==> src/rtl/det_pkg.sv <==
// Shared definitions for the determinant / permanent engine.
//   state_t    : controller state encoding
//   clog2      : ceiling log2 usable in parameter expressions
//   fact       : integer factorial
//   addr_width : clog2 clamped to at least one bit (for port widths)
//   acc_width  : accumulator width that holds any sum of n! products of n elements
package det_pkg;

    typedef enum logic [2:0] {
        ST_IDLE,
        ST_ACCUM,
        ST_PERM,
        ST_WRITE,
        ST_DONE
    } state_t;

    function automatic int clog2(input int v);
        int r;
        r = 0;
        while ((1 << r) < v) r++;
        return r;
    endfunction

    function automatic int fact(input int v);
        int f;
        f = 1;
        for (int k = 2; k <= v; k++) f = f * k;
        return f;
    endfunction

    function automatic int addr_width(input int v);
        return (clog2(v) < 1) ? 1 : clog2(v);
    endfunction

    // n products of DW-bit signed values need n*DW bits; summing n! of them
    // adds clog2(n!) bits of growth.
    function automatic int acc_width(input int dw, input int maxn);
        return maxn * dw + clog2(fact(maxn));
    endfunction

endpackage

==> src/rtl/det_engine_perm_gen.sv <==
// Permutation generator: iterative Heap's algorithm, one step per cycle.
//   clk, reset : clock, synchronous active-high reset
//   init       : restart at the identity permutation with sign +1
//   step       : advance the algorithm by one step (ignored once done)
//   n          : matrix order in use
//   swapped    : this step performs a swap (a new permutation follows)
//   done       : Heap index has reached n; every permutation was produced
//   perm       : current permutation, perm[k] = p(k)
//   sign       : parity of the current permutation (1 = odd, i.e. -1)
module perm_gen
    import det_pkg::*;
#(
    parameter  int MAXN = 4,
    localparam int AW   = addr_width(MAXN),
    localparam int NW   = addr_width(MAXN + 1)
) (
    input  logic                     clk,
    input  logic                     reset,
    input  logic                     init,
    input  logic                     step,
    input  logic [NW-1:0]            n,
    output logic                     swapped,
    output logic                     done,
    output logic [MAXN-1:0][AW-1:0]  perm,
    output logic                     sign
);

    logic [MAXN-1:0][AW-1:0] r_p;
    logic [MAXN-1:0][NW-1:0] r_c;
    logic [NW-1:0]           r_idx;
    logic                    r_sign;

    logic [AW-1:0] w_idx;
    logic [AW-1:0] w_other;
    logic          w_can_swap;

    // r_idx < n <= MAXN whenever it is used as an index, so truncation is safe.
    assign w_idx      = r_idx[AW-1:0];
    assign w_can_swap = (r_c[w_idx] < r_idx);
    // Even Heap index swaps with position 0, odd index with position c[idx].
    assign w_other    = r_idx[0] ? r_c[w_idx][AW-1:0] : '0;

    assign done    = (r_idx >= n);
    assign swapped = step && !done && w_can_swap;
    assign perm    = r_p;
    assign sign    = r_sign;

    always_ff @(posedge clk) begin
        if (reset || init) begin
            for (int k = 0; k < MAXN; k++) r_p[k] <= AW'(k);
            r_c    <= '0;
            r_idx  <= NW'(1);
            r_sign <= 1'b0;
        end else if (step && !done) begin
            if (w_can_swap) begin
                r_p[w_other] <= r_p[w_idx];
                r_p[w_idx]   <= r_p[w_other];
                r_c[w_idx]   <= r_c[w_idx] + NW'(1);
                r_idx        <= NW'(1);
                r_sign       <= ~r_sign;
            end else begin
                r_c[w_idx] <= '0;
                r_idx      <= r_idx + NW'(1);
            end
        end
    end

endmodule

==> src/rtl/det_engine.sv <==
// Determinant / permanent engine: walks all n! permutations, fetching one
// matrix element per cycle and accumulating signed products.
//   clk, reset  : clock, synchronous active-high reset
//   start       : request pulse, accepted in IDLE or DONE
//   mode        : 0 = determinant, 1 = permanent (captured at start)
//   n_in        : matrix order (captured at start)
//   read_data   : element a[i][j], valid in the cycle read is high
//   i, j        : element address (0 when read is low)
//   read        : element fetch strobe
//   write       : one-cycle result strobe
//   write_data  : signed result while write is high, else 0
//   busy        : computation in progress
//   finish      : result delivered, held until next start or reset
//   error       : order was illegal (valid with finish)
//
// state    | meaning
// ---------+---------------------------------------------------------------
// IDLE     | waiting for start
// ACCUM    | fetching a[k][p(k)], building the product of one permutation
// PERM     | one Heap's-algorithm step per cycle until the next swap / end
// WRITE    | presenting the accumulated result for one cycle
// DONE     | finished; holds finish/error, accepts a new start
module det_engine
    import det_pkg::*;
#(
    parameter  int DW    = 16,
    parameter  int MAXN  = 4,
    localparam int AW    = addr_width(MAXN),
    localparam int NW    = addr_width(MAXN + 1),
    localparam int ACC_W = acc_width(DW, MAXN)
) (
    input  logic                    clk,
    input  logic                    reset,
    input  logic                    start,
    input  logic                    mode,
    input  logic [NW-1:0]           n_in,
    input  logic signed [DW-1:0]    read_data,
    output logic [AW-1:0]           i,
    output logic [AW-1:0]           j,
    output logic                    read,
    output logic                    write,
    output logic signed [ACC_W-1:0] write_data,
    output logic                    busy,
    output logic                    finish,
    output logic                    error
);

    state_t r_state;
    state_t w_next;

    logic [NW-1:0]           r_n;
    logic                    r_mode;
    logic                    r_err;
    logic [AW-1:0]           r_k;
    logic signed [ACC_W-1:0] r_prod;
    logic signed [ACC_W-1:0] r_acc;

    logic                    w_init;
    logic                    w_step;
    logic                    w_swapped;
    logic                    w_done;
    logic                    w_sign;
    logic [MAXN-1:0][AW-1:0] w_perm;
    logic                    w_n_legal;
    logic                    w_last;
    logic signed [ACC_W-1:0] w_elem;
    logic signed [ACC_W-1:0] w_term;

    perm_gen #(.MAXN(MAXN)) u_perm (
        .clk     (clk),
        .reset   (reset),
        .init    (w_init),
        .step    (w_step),
        .n       (r_n),
        .swapped (w_swapped),
        .done    (w_done),
        .perm    (w_perm),
        .sign    (w_sign)
    );

    assign w_n_legal = (n_in != '0) && (n_in <= NW'(MAXN));
    assign w_last    = (NW'(r_k) == (r_n - NW'(1)));
    assign w_elem    = {{(ACC_W-DW){read_data[DW-1]}}, read_data};
    assign w_term    = r_prod * w_elem;

    assign i          = read  ? r_k         : '0;
    assign j          = read  ? w_perm[r_k] : '0;
    assign write_data = write ? r_acc       : '0;
    assign error      = finish && r_err;

    always_ff @(posedge clk) begin
        if (reset) r_state <= ST_IDLE;
        else       r_state <= w_next;
    end

    always_comb begin
        w_next = r_state;
        read   = 1'b0;
        write  = 1'b0;
        busy   = 1'b0;
        finish = 1'b0;
        w_init = 1'b0;
        w_step = 1'b0;
        case (r_state)
            ST_IDLE, ST_DONE: begin
                finish = (r_state == ST_DONE);
                if (start) begin
                    w_init = 1'b1;
                    w_next = w_n_legal ? ST_ACCUM : ST_WRITE;
                end
            end
            ST_ACCUM: begin
                read = 1'b1;
                busy = 1'b1;
                if (w_last) w_next = ST_PERM;
            end
            ST_PERM: begin
                busy = 1'b1;
                if (w_done) begin
                    w_next = ST_WRITE;
                end else begin
                    w_step = 1'b1;
                    if (w_swapped) w_next = ST_ACCUM;
                end
            end
            ST_WRITE: begin
                busy   = 1'b1;
                write  = 1'b1;
                w_next = ST_DONE;
            end
            default: w_next = ST_IDLE;
        endcase
    end

    always_ff @(posedge clk) begin
        if (reset) begin
            r_n    <= '0;
            r_mode <= 1'b0;
            r_err  <= 1'b0;
            r_k    <= '0;
            r_prod <= ACC_W'(1);
            r_acc  <= '0;
        end else if (w_init) begin
            r_n    <= n_in;
            r_mode <= mode;
            r_err  <= !w_n_legal;
            r_k    <= '0;
            r_prod <= ACC_W'(1);
            r_acc  <= '0;
        end else if (r_state == ST_ACCUM) begin
            if (w_last) begin
                // Permanent ignores the permutation parity.
                if (w_sign && !r_mode) r_acc <= r_acc - w_term;
                else                   r_acc <= r_acc + w_term;
            end else begin
                r_prod <= w_term;
                r_k    <= r_k + AW'(1);
            end
        end else if (w_swapped) begin
            r_k    <= '0;
            r_prod <= ACC_W'(1);
        end
    end

endmodule
==> config.mk <==
export PLATFORM = sky130hd
export DESIGN_NAME = det_engine
export DESIGN_NICKNAME = d
export VERILOG_FILES = /design/src/rtl/det_pkg.sv /design/src/rtl/det_engine_perm_gen.sv /design/src/rtl/det_engine.sv
export SDC_FILE = /design/constraint.sdc
export NUM_CORES = 2
export LEC_CHECK = 0
export BUFFER_PORTS_ARGS = -buffer_cell sky130_fd_sc_hd__buf_4
export CAP_MARGIN = 30
export CORE_UTILIZATION = 60
export DETAILED_ROUTE_END_ITERATION = 6
export PLACE_DENSITY_LB_ADDON = 0.05
export REMOVE_ABC_BUFFERS = 1
export SYNTH_ARGS = -nofsm -noshare
export SYNTH_HDL_FRONTEND = slang
export SYNTH_SLANG_ARGS = --single-unit
==> constraint.sdc <==
create_clock -name clk -period 20.2 [get_ports clk]
set_input_delay 3.03 -clock clk [delete_from_list [all_inputs] [get_ports clk]]
set_output_delay 3.03 -clock clk [all_outputs]
set_load 0.01 [all_outputs]
==> results.txt <==
outcome: finished clean
WP data arrival: 14950 ps
Synth top area share: 37.3%
hold_ws: 458 ps
Mapped Cells: 5487
Die Area: 74700 sq um
CP Launch Type: input pin
# rows: 99
Peak Freq: 68.4 MHz
complex-gate fraction of the synthesized area: 11.1%
DRT iter0 DRCs: 2647
Finish-stage setup viols: 0
Routed Wire Length: 127000 microns
PortBufs: 100
Worst-Margin Slew: 1050 ps
minimum clock period: 14620 ps
Antenna Cells: 0
post-layout util: 62.7%
H-Tree Level Count: 4
gr usage total: 35.1%
sequential-to-total area share from yosys stat: 7.80%
DR pass1 iterations: 5
via/cell ratio: 5.84
max-slew violation count: 0
Yosys top cell by area: fa_1
worst hold path type: reg2reg
post-synthesis xor/xnor area fraction: 3.94%
CTS clock-pin slew for the worst setup and hold paths: 80 ps
max_cap viols: 0
initial core utilization: 60.5%
I/O pins: 101
core region area: 73000 sq um
final setup skew: 18.9 ps
Adder-Cell Fraction of Synth Area: 44.3%
Synth Area in Simple Gates: 20.8%
top cells by area, synth: fa_1 (37%), inv_1 (8.6%), nand2_1 (7.9%)
Tcrit/Tclk final: 72.4%
Avg Inst Size Synth: 8.05 sq um
CTS Root Cell: clkbuf_16
CTS tree: yes
multiplexer share of the synthesized area: 0.615%
Synth cell types: 112
Post-synth EDFFs: 0
gr ovfl total: 0
RSZ-0062 raised after global routing: no
initial antenna violation count: 4
post_cts resized: 0
largest net degree at the start of global routing: 76
setup bufs post-CTS: 0
CTS Buffer Depth: 2
global-route wire length before repair: 205000 microns
vias in the first global route: 37301
die span in x: 273 microns
Nets: 6415
Critical-path top delay cell: a2111oi_0
mapped cell area: 44200 sq um
Worst Setup Path Type: in2reg
Fin. Hold Viols: 0
#FFs+latches synth: 172
hold buffers post-CTS: 0
Final ANT Viol Nets: 0
ys async rst share: 0%
warning count from the yosys run: 0
CP max FO: 43
Vias: 36786
most common cell in the synthesized netlist: inv_1
Routed WL per cell: 20.1 microns
gp weighted congestion: 0.969
synth cell count leaders: inv_1 (1008), nand2_1 (929), fa_1 (823)
Rel. slew slack: 30.2%
Inserted Clock Buffers: 17
CP max stage delay: 650 ps
CTS sink count: 172
Setup TNS Final: 0 ps
Die Ht: 273 microns
CP required: 20540 ps
Worst setup EP type: register
area delta synth->final: 3.64%
share of cells above drive strength 1: 4.80%
dominant synthesized flop cell: dfxtp_1
Clock Latency Late Sink: 480 ps
DRC viols: 0
largest family of logic cells by synthesized area: adder cells
post-DP HPWL: 97800 microns
-- through the flow --
| stage | area (sq um) | cells | worst slack, ps |
|---|---|---|---|
| after global routing | 45800 | 6294 | 4910 |
| after global placement | 45200 | 6263 | 5280 |
| after CTS | 45800 | 6294 | 5680 |
| after detailed placement | 45200 | 6263 | 5240 |
| after floorplan | 42900 | 5167 | 7060 |
| final | 45800 | 6294 | 5580 |
-- final cells by class --
type / count / area [sq um]
repair buffers: 137 / 1030
clock buffers: 18 / 439
flip-flops and latches: 172 / 3440
fillers: 6686 / 27200
well taps: 959 / 1200
clock inverters: 13 / 176
multi-input cells: 3987 / 35700
inverters: 1008 / 3780
-- cell usage in the layout (no fill, tap or decap), types with 22 or more instances in the layout --
cell type,netlist,layout
dfxtp_1,172,172
nand4_1,40,40
and2_1,374,374
a31oi_1,37,37
o21ai_0,120,120
nor3_1,42,42
nor2_1,254,251
nor2b_1,23,22
fa_1,823,823
ha_1,246,246
nand2b_1,37,36
inv_1,1008,1008
xor2_1,65,65
and3_1,30,30
a21oi_1,296,295
a21o_1,75,75
nand3_1,96,96
buf_4,2,137
nand2_1,929,926
a211oi_1,24,24
xnor2_1,130,130
-- worst paths after layout --
| path | start | depth (start not counted) | end | slack [ps] |
|---|---|---|---|---|
| worst max-delay path | read_data[1] | 41 | r_acc[61] | 5580 |
| worst min-delay path | r_err | 2 | r_err | 460 |
| worst max register to register | r_prod[22] | 39 | r_acc[61] | 8150 |
| worst min register to register | r_err | 2 | r_err | 460 |
-- registers in the layout, summed over array words and instances, names as in the netlist --
register and count:
r_acc 69, r_k 2, r_state 3, u_perm.r_idx 3, r_mode 1, r_prod 69, u_perm.perm 8, u_perm.r_c 12
u_perm.sign 1, r_err 1, r_n 3
-- layer usage --
metal | vias up | track usage (%) | wire, microns
li1 | 16610 | - | -
met1 | 18485 | 47.9 | 52800
met2 | 1436 | 59.1 | 61400
met3 | 255 | 4.29 | 9110
met4 | 0 | 9.51 | 3390
met5 | - | 0 | 0
-- logic make-up (layout without fill, tap and decap cells) --
family,after synthesis,in the layout
buffers and inverters,1328,1176
AOI/OAI and AO/OA,763,763
xor gates and xnor gates,197,197
and+or+nand+nor,1939,1939
adders and majority gates,1069,1069
muxes,19,19
DFF,172,172
-- critical path: cells and delay by family --
kind | cells | cell delay (ps)
fa+ha+maj | 8 | 3910
buf+inv | 8 | 1260
simple gates | 14 | 4100
xor+xnor | 2 | 340
compound gates | 9 | 2240
Power is not shown: default switching activity piles up to over one toggle a cycle in this logic, so the estimate is an artifact.
